$ cat src/rtl/mips_ctrl_pkg.sv
// Shared encodings for the multicycle MIPS control unit: opcode/func values,
// FSM state codes, ALU operation codes and datapath mux select codes.
package mips_ctrl_pkg;

  // Primary opcodes (IR[31:26])
  localparam logic [5:0] OP_RTYPE = 6'h00;
  localparam logic [5:0] OP_J     = 6'h02;
  localparam logic [5:0] OP_BEQ   = 6'h04;
  localparam logic [5:0] OP_ADDI  = 6'h08;
  localparam logic [5:0] OP_LW    = 6'h23;
  localparam logic [5:0] OP_SW    = 6'h2B;

  // R-type function codes (IR[5:0])
  localparam logic [5:0] FN_ADD = 6'h20;
  localparam logic [5:0] FN_SUB = 6'h22;
  localparam logic [5:0] FN_AND = 6'h24;
  localparam logic [5:0] FN_OR  = 6'h25;
  localparam logic [5:0] FN_SLT = 6'h2A;

  // ALU operation codes
  localparam logic [2:0] ALU_AND = 3'b000;
  localparam logic [2:0] ALU_OR  = 3'b001;
  localparam logic [2:0] ALU_ADD = 3'b010;
  localparam logic [2:0] ALU_SUB = 3'b110;
  localparam logic [2:0] ALU_SLT = 3'b111;

  // PC source select
  localparam logic [1:0] PCSRC_ALU    = 2'b00;
  localparam logic [1:0] PCSRC_ALUOUT = 2'b01;
  localparam logic [1:0] PCSRC_JUMP   = 2'b10;

  // ALU B operand select
  localparam logic [1:0] SRCB_B      = 2'b00;
  localparam logic [1:0] SRCB_FOUR   = 2'b01;
  localparam logic [1:0] SRCB_IMM    = 2'b10;
  localparam logic [1:0] SRCB_IMM_SH = 2'b11;

  // FSM state codes, also exported on the debug port
  typedef enum logic [3:0] {
    S_FETCH    = 4'd0,
    S_DECODE   = 4'd1,
    S_MEM_ADDR = 4'd2,
    S_MEM_RD   = 4'd3,
    S_MEM_WB   = 4'd4,
    S_MEM_WR   = 4'd5,
    S_EXEC_R   = 4'd6,
    S_EXEC_I   = 4'd7,
    S_ALU_WB   = 4'd8,
    S_BRANCH   = 4'd9,
    S_JUMP     = 4'd10,
    S_ILLEGAL  = 4'd11
  } state_e;

  // Bundle of every control output driven toward the datapath
  typedef struct packed {
    logic       mem_req;
    logic       mem_we;
    logic       iord;
    logic       ir_write;
    logic       pc_write;
    logic       pc_write_cond;
    logic [1:0] pc_src;
    logic       alu_src_a;
    logic [1:0] alu_src_b;
    logic [2:0] alu_ctrl;
    logic       reg_dst;
    logic       mem_to_reg;
    logic       reg_write;
    logic       illegal;
    logic       retire;
  } ctrl_t;

endpackage

$ cat src/rtl/mips_alu_dec.sv
// R-type function decoder: maps func to an ALU operation and flags whether
// the function is one the datapath supports.
module mips_alu_dec
  import mips_ctrl_pkg::*;
(
  input  logic [5:0] func_i,
  output logic [2:0] alu_ctrl_o,
  output logic       func_legal_o
);

  // Pure lookup; unsupported functions fall back to add and are flagged illegal
  always_comb begin
    alu_ctrl_o   = ALU_ADD;
    func_legal_o = 1'b1;
    case (func_i)
      FN_ADD:  alu_ctrl_o = ALU_ADD;
      FN_SUB:  alu_ctrl_o = ALU_SUB;
      FN_AND:  alu_ctrl_o = ALU_AND;
      FN_OR:   alu_ctrl_o = ALU_OR;
      FN_SLT:  alu_ctrl_o = ALU_SLT;
      default: func_legal_o = 1'b0;
    endcase
  end

endmodule

$ cat src/rtl/mips_multicycle_ctrl.sv
// Multicycle MIPS control FSM. Sequences fetch/decode/execute/memory/
// writeback for one instruction at a time and counts retired instructions.
module mips_multicycle_ctrl
  import mips_ctrl_pkg::*;
#(
  parameter int CNT_W = 32
) (
  input  logic             clk,
  input  logic             rst,
  input  logic [5:0]       op,
  input  logic [5:0]       func,
  input  logic             zero,
  input  logic             mem_ready,
  output logic             mem_req,
  output logic             mem_we,
  output logic             iord,
  output logic             ir_write,
  output logic             pc_write,
  output logic             pc_write_cond,
  output logic [1:0]       pc_src,
  output logic             alu_src_a,
  output logic [1:0]       alu_src_b,
  output logic [2:0]       alu_ctrl,
  output logic             reg_dst,
  output logic             mem_to_reg,
  output logic             reg_write,
  output logic             illegal,
  output logic             retire,
  output logic [CNT_W-1:0] instr_count,
  output logic [3:0]       state_o
);

  state_e           state_q, state_d;
  logic [CNT_W-1:0] cnt_q;
  ctrl_t            ctrl;
  logic [2:0]       dec_alu;
  logic             func_legal;

  // The branch decision is made by the datapath's PC-enable gate
  // (pc_write_cond & zero); sequencing never depends on it.
  logic unused_zero;
  assign unused_zero = zero;

  mips_alu_dec u_alu_dec (
    .func_i       (func),
    .alu_ctrl_o   (dec_alu),
    .func_legal_o (func_legal)
  );

  // Next-state selection; op/func are held in IR from DECODE onward
  always_comb begin
    state_d = state_q;
    case (state_q)
      S_FETCH:    if (mem_ready) state_d = S_DECODE;
      S_DECODE: begin
        case (op)
          OP_LW, OP_SW: state_d = S_MEM_ADDR;
          OP_RTYPE:     state_d = func_legal ? S_EXEC_R : S_ILLEGAL;
          OP_ADDI:      state_d = S_EXEC_I;
          OP_BEQ:       state_d = S_BRANCH;
          OP_J:         state_d = S_JUMP;
          default:      state_d = S_ILLEGAL;
        endcase
      end
      S_MEM_ADDR: state_d = (op == OP_LW) ? S_MEM_RD : S_MEM_WR;
      S_MEM_RD:   if (mem_ready) state_d = S_MEM_WB;
      S_MEM_WB:   state_d = S_FETCH;
      S_MEM_WR:   if (mem_ready) state_d = S_FETCH;
      S_EXEC_R:   state_d = S_ALU_WB;
      S_EXEC_I:   state_d = S_ALU_WB;
      S_ALU_WB:   state_d = S_FETCH;
      S_BRANCH:   state_d = S_FETCH;
      S_JUMP:     state_d = S_FETCH;
      S_ILLEGAL:  state_d = S_FETCH;
      default:    state_d = S_FETCH;
    endcase
  end

  // Output decode from the state register; only the memory handshake
  // states look at mem_ready, and EXEC_R takes its ALU op from func
  always_comb begin
    ctrl = '0;
    case (state_q)
      S_FETCH: begin
        ctrl.mem_req   = 1'b1;
        ctrl.alu_src_b = SRCB_FOUR;
        ctrl.alu_ctrl  = ALU_ADD;
        ctrl.ir_write  = mem_ready;
        ctrl.pc_write  = mem_ready;
      end
      S_DECODE: begin
        ctrl.alu_src_b = SRCB_IMM_SH;
        ctrl.alu_ctrl  = ALU_ADD;
      end
      S_MEM_ADDR: begin
        ctrl.alu_src_a = 1'b1;
        ctrl.alu_src_b = SRCB_IMM;
        ctrl.alu_ctrl  = ALU_ADD;
      end
      S_MEM_RD: begin
        ctrl.mem_req = 1'b1;
        ctrl.iord    = 1'b1;
      end
      S_MEM_WB: begin
        ctrl.reg_write  = 1'b1;
        ctrl.mem_to_reg = 1'b1;
        ctrl.retire     = 1'b1;
      end
      S_MEM_WR: begin
        ctrl.mem_req = 1'b1;
        ctrl.mem_we  = 1'b1;
        ctrl.iord    = 1'b1;
        ctrl.retire  = mem_ready;
      end
      S_EXEC_R: begin
        ctrl.alu_src_a = 1'b1;
        ctrl.alu_src_b = SRCB_B;
        ctrl.alu_ctrl  = dec_alu;
      end
      S_EXEC_I: begin
        ctrl.alu_src_a = 1'b1;
        ctrl.alu_src_b = SRCB_IMM;
        ctrl.alu_ctrl  = ALU_ADD;
      end
      S_ALU_WB: begin
        ctrl.reg_write = 1'b1;
        ctrl.reg_dst   = (op == OP_RTYPE);
        ctrl.retire    = 1'b1;
      end
      S_BRANCH: begin
        ctrl.alu_src_a     = 1'b1;
        ctrl.alu_src_b     = SRCB_B;
        ctrl.alu_ctrl      = ALU_SUB;
        ctrl.pc_write_cond = 1'b1;
        ctrl.pc_src        = PCSRC_ALUOUT;
        ctrl.retire        = 1'b1;
      end
      S_JUMP: begin
        ctrl.pc_write = 1'b1;
        ctrl.pc_src   = PCSRC_JUMP;
        ctrl.retire   = 1'b1;
      end
      S_ILLEGAL: ctrl.illegal = 1'b1;
      default:   ctrl = '0;
    endcase
  end

  // State and retired-instruction counter; reset beats a same-cycle retire
  always_ff @(posedge clk) begin
    if (rst) begin
      state_q <= S_FETCH;
      cnt_q   <= '0;
    end else begin
      state_q <= state_d;
      if (ctrl.retire) cnt_q <= cnt_q + CNT_W'(1);
    end
  end

  // Everything reads as zero while reset is held
  always_comb begin
    if (rst) begin
      {mem_req, mem_we, iord, ir_write, pc_write, pc_write_cond, pc_src,
       alu_src_a, alu_src_b, alu_ctrl, reg_dst, mem_to_reg, reg_write,
       illegal, retire} = '0;
      instr_count = '0;
      state_o     = '0;
    end else begin
      {mem_req, mem_we, iord, ir_write, pc_write, pc_write_cond, pc_src,
       alu_src_a, alu_src_b, alu_ctrl, reg_dst, mem_to_reg, reg_write,
       illegal, retire} = ctrl;
      instr_count = cnt_q;
      state_o     = state_q;
    end
  end

endmodule

$ cat config.mk
export PLATFORM = sky130hd
export DESIGN_NAME = mips_multicycle_ctrl
export DESIGN_NICKNAME = d
export VERILOG_FILES = /design/src/rtl/mips_ctrl_pkg.sv /design/src/rtl/mips_alu_dec.sv /design/src/rtl/mips_multicycle_ctrl.sv
export SDC_FILE = /design/constraint.sdc
export NUM_CORES = 1
export LEC_CHECK = 0
export ABC_AREA = 1
export BUFFER_PORTS_ARGS = -buffer_cell sky130_fd_sc_hd__buf_4
export CORE_ASPECT_RATIO = 0.7
export CORE_UTILIZATION = 49
export DETAILED_ROUTE_END_ITERATION = 10
export PLACE_DENSITY = 0.88
export SYNTH_ARGS = -nofsm -noshare
export SYNTH_HDL_FRONTEND = slang
export SYNTH_SLANG_ARGS = --single-unit
$ cat constraint.sdc
create_clock -name clk -period 1.5 [get_ports clk]
set_input_delay 0.15 -clock clk [delete_from_list [all_inputs] [get_ports clk]]
set_output_delay 0.15 -clock clk [all_outputs]
set_load 0.03 [all_outputs]
* Word level (Yosys, flattened, before mapping)
Index checks and enable logic that the tools add are counted.
** Operators by class
- Equal/unequal tests :: 24
- Add/sub/neg operators :: 1
- Mux-type cells :: 40
- Reductions and logical operators :: 12
** Operators by type and width (number)
- 6-bit == test, second input constant :: 7
- 32-bit by 1-bit adder with 32-bit output, second input constant :: 1
- 32-bit two-way mux :: 1
- 5-bit one-hot mux with 5 select lines :: 1
- 4-bit one-hot mux with 6 select lines :: 1
- 1-bit two-way mux :: 23
- 4-bit two-way mux :: 5
- 4-bit one-hot mux with 5 select lines :: 1
- 4-bit by 3-bit == test with 1-bit output, second input constant :: 4
- 4-bit == test, second input constant :: 4
- 3-bit one-hot mux with 4 select lines :: 1
- 2-bit OR reduction :: 5
- 4-bit by 2-bit == test with 1-bit output, second input constant :: 2
- 4-bit OR reduction :: 2
- 6-bit by 2-bit == test with 1-bit output, second input constant :: 1
- 6-bit by 3-bit == test with 1-bit output, second input constant :: 1
- 6-bit by 4-bit == test with 1-bit output, second input constant :: 1
- 6-bit logical NOT :: 1
- 3-bit two-way mux :: 2
- 2-bit != test, second input constant :: 3
- 5-bit OR reduction :: 1
- 4-bit by 1-bit == test with 1-bit output, second input constant :: 1
- 4-bit logical NOT :: 1
- 2-bit two-way mux :: 2
- other kinds (4) :: 5
** Word-level totals
- Word-level logic and storage cells :: 79
- Flip-flop bits (word level) :: 36

* Depth between registers and ports, before layout
- Word-level depth :: 6
- Gate-level depth with buffers :: 11

* Hierarchy
From an unflattened synthesis, not the netlist that was laid out.
** Unflattened totals
- Cells, all modules :: 522
- Area total of the unflattened synthesis :: 2813.9 µm²
** By module, submodules not included
- mips_multicycle_ctrl :: cells an instance 494, sequential area each 720.7 µm², instances 1, area each 2695.1 µm²
- mips_alu_dec :: cells an instance 28, sequential area each 0.0 µm², instances 1, area each 118.9 µm²

* Worst setup path after synthesis
No wires, ideal clock.
- Kind :: reg-to-output
- Start :: register state_q[3]
- End :: output reg_dst
- Path buffers :: 0
- Stages on the path, launching flop included :: 5
- Arrival time :: 1.764 ns
- Setup slack :: -0.414 ns
- Required time :: 1.350 ns
- Cell sequence :: dfxtp_1 inv_1 nor2_1 nand3_1 nor3_1
** Between the ends
- Word-level cells in the longest chain between the ends :: 3
** Ends and longest elaborated chain
- start, declared :: line mips_multicycle_ctrl.sv:33 : state_e state_q, state_d;
- start signal, assigned :: line mips_multicycle_ctrl.sv:154 : state_q <= state_d;
- 4-bit == test :: line mips_multicycle_ctrl.sv:83 : case (state_q)
- 1-bit two-way mux :: line mips_multicycle_ctrl.sv:83
- 1-bit two-way mux :: line mips_multicycle_ctrl.sv:161 : if (rst) begin
- end, declared :: line mips_multicycle_ctrl.sv:24 : output logic reg_dst,
No other way between the ends.

* Final worst setup path
- Start :: register state_q[3]
- End :: output pc_write
** Between the ends
- Word-level cells in the longest chain between the ends :: 3
** Ends and longest elaborated chain
- 4-bit == test or 4-bit logical NOT (tied branches) :: line mips_multicycle_ctrl.sv:83
- 1-bit one-hot mux with 2 select lines * :: line mips_multicycle_ctrl.sv:83
- 1-bit two-way mux * :: line mips_multicycle_ctrl.sv:161
- end, declared :: line mips_multicycle_ctrl.sv:18 : output logic pc_write,
Every way passes the cells marked *; elsewhere a longest branch is shown, timed or not.

==> metrics.txt <==
CP startpoint kind=flip-flop; CTS Buf Count=5; final wirelength=9770 um; PwrDens=1010 nW/um2; Setup Viol. Count Final=22; Leakage=1.78 nW; DRT Pass-1 Iters=5; gr ovfl total=0; DRC viols=0; Worst-Skew Late Latency=0.29 ns; die height=65.4 um; initial core utilization=52.4%; initial antenna violation count=0; CTS max path bufs=2; sequential share of power=27.5%; period utilization=113%; worst hold slack=0.294 ns; vias per cell=5.39; total nets after synthesis=541; largest net degree at the start of global routing=38; post-route ant nets=0; Yosys reg bits=36; CTS tree=yes; Slew headroom=79.6%; diode count=0; outcome=complete, but fails checks; syn_area_per_cell=5.37 um2; DR vias=3797; Tightest Pin Transition=0.304 ns; layout cell share with drive strength beyond 1=33.5%; TNS Setup=-1.84 ns; Worst-path clk slew=0.07 ns; Internal Power=2.35 mW; max frequency=589 MHz; YS warnings=0; Final Hold Fails=0; hold bufs inserted after CTS=0; maxcap violations=0; GR Util All Layers=31.1%; HPWL after DPL=7080 um; failing checks=setup timing; Synth cell types=28; Synth Cell Area=2810 um2; global-route wire length before repair=14800 um; combinational share of power=57.4%; Post-synth EDFFs=0; CP Capture Type=output port; dominant synthesized flop cell=dfxtp_1; RSZ-0062 raised after global routing=true; WL/cell=13.9 um; maximum vdd ir drop=1.29 mV; I/O pin cnt=71; Iter 0 DRT Violations=382; Final min period=1.70 ns; Nets=652; switch share=44.5%; Clock Skew=0.00516 ns; Clk pwr share=15.1%; CTS root buf=clkbuf_8; Min-Delay Path Class=primary input to flip-flop; Die Width=92.5 um; critical path peak fanout=4; number of global-route vias before repair=3215; CTS H-tree depth=2; final slew viol count=0; worst endpoint data arrival time=1.55 ns; full die area=6050 um2; Cells after Synth=524; final setup margin=-0.199 ns; critical path type=flip-flop to output port; Post-synth ARST share=0%; # rows=22; Seq/Total Area, Yosys=25.6%; CTS Sinks=36; P_sw=1.88 mW; CP required=1.35 ns; layout overhead on the synthesized area=49.8%; core area=5370 um2; FILL cells=400; gpl congestion=0.927; Port-buffer cells=69
final cells by class:
cell class | instances | area (um2) | share of cell area, %
multi-input combinational | 408 | 2090 | 49.6
inverter | 67 | 259 | 6.15
timing repair buffer | 117 | 962 | 22.9
clock buffer | 5 | 68.8 | 1.63
sequential | 36 | 743 | 17.7
tap | 72 | 90.1 | 2.14
timing repair:
item,in CTS,in global routing
setup endpoints to repair,46,52
pin swaps,9,17
setup buffers,5,4
resized for setup,44,80
hold endpoints to repair,0,0
path summary, 6_finish.rpt:
path | from | to | slack, ns | cells past startpoint
worst min register to register | cnt_q[31]$_SDFFE_PP0P_ | cnt_q[31]$_SDFFE_PP0P_ | 0.49 | 2
worst max register to register | state_q[2]$_SDFFE_PP0P_ | cnt_q[4]$_SDFFE_PP0P_ | -0.04 | 12
worst max-delay path | state_q[3]$_SDFFE_PP0P_ | pc_write | -0.20 | 6
worst min-delay path | mem_ready | state_q[2]$_SDFFE_PP0P_ | 0.29 | 5
power groups by stage:
stage | logic, mW | registers, mW | clock network [mW]
after floorplan | 1.07 | 1.11 | 0
after global placement | 1.81 | 1.10 | 0
after detailed placement | 1.84 | 1.11 | 0
after CTS | 2.09 | 1.13 | 0.643
after global routing | 2.58 | 1.17 | 0.689
final | 2.43 | 1.16 | 0.641
cells in the final DEF, fill, tap and decap left out, drive strengths merged:
cell      n
clkbuf    5
o22a      1
o21ai    10
a21oi    28
nand4    14
ha        1
dfxtp    36
o22ai     1
buf     117
o21bai    1
a21boi    1
nand3    35
a22o      1
a211oi    1
o211ai    1
xor2      3
nand2   170
nor2    131
inv      67
nor3      9
routing by layer:
layer  global-route usage [%]  vias to the layer above  wire (um)
met4                     6.64                        0        222
met3                     5.44                       37        981
met5                        0                        -          0
li1                         -                     1857          -
met2                     46.5                      206       4150
met1                     46.4                     1697       4420
registers in the layout, indices dropped and copies added (netlist names):
name     flops
cnt_q       32
state_q      4
metrics by stage:
step	instance area, um2	worst slack (ns)	cells	total power [mW]	util (%)
final	4210	-0.199	705	4.24	78.4
after global routing	4210	-0.241	705	4.44	78.4
after CTS	3920	-0.114	702	3.86	73.1
after detailed placement	3700	-0.0439	692	2.95	68.9
after global placement	3700	-0.0250	692	2.91	68.9
after floorplan	2840	-0.0298	524	2.18	-
synthesized netlist by cell type (3+ instances only):
cell | n | area, um2
nand2_1 | 169 | 634
nor2_1 | 123 | 462
inv_1 | 66 | 248
dfxtp_1 | 36 | 721
nand3_1 | 34 | 170
a21oi_1 | 28 | 140
nand4_1 | 14 | 87.6
o21ai_0 | 10 | 50.1
nor3_1 | 9 | 45.0
clkbuf_1 | 6 | 22.5
nor2_4 | 5 | 56.3
nor2_2 | 3 | 18.8
xor2_1 | 3 | 26.3
cells by family after synthesis:
family / share of synthesized area (%)
flops: 25.6
xor+xnor: 0.935
simple gates: 53.0
fa+ha+maj: 0.445
compound gates: 8.68
buf+inv: 11.3
critical path: stages, from the launching register on:
cell	delay, ns
dfxtp_4	0.37
nor2_4	0.20
inv_2	0.07
nor3_4	0.20
nand2_2	0.12
o22ai_2	0.14
buf_6	0.16
Power figures use the tool's default switching activity.
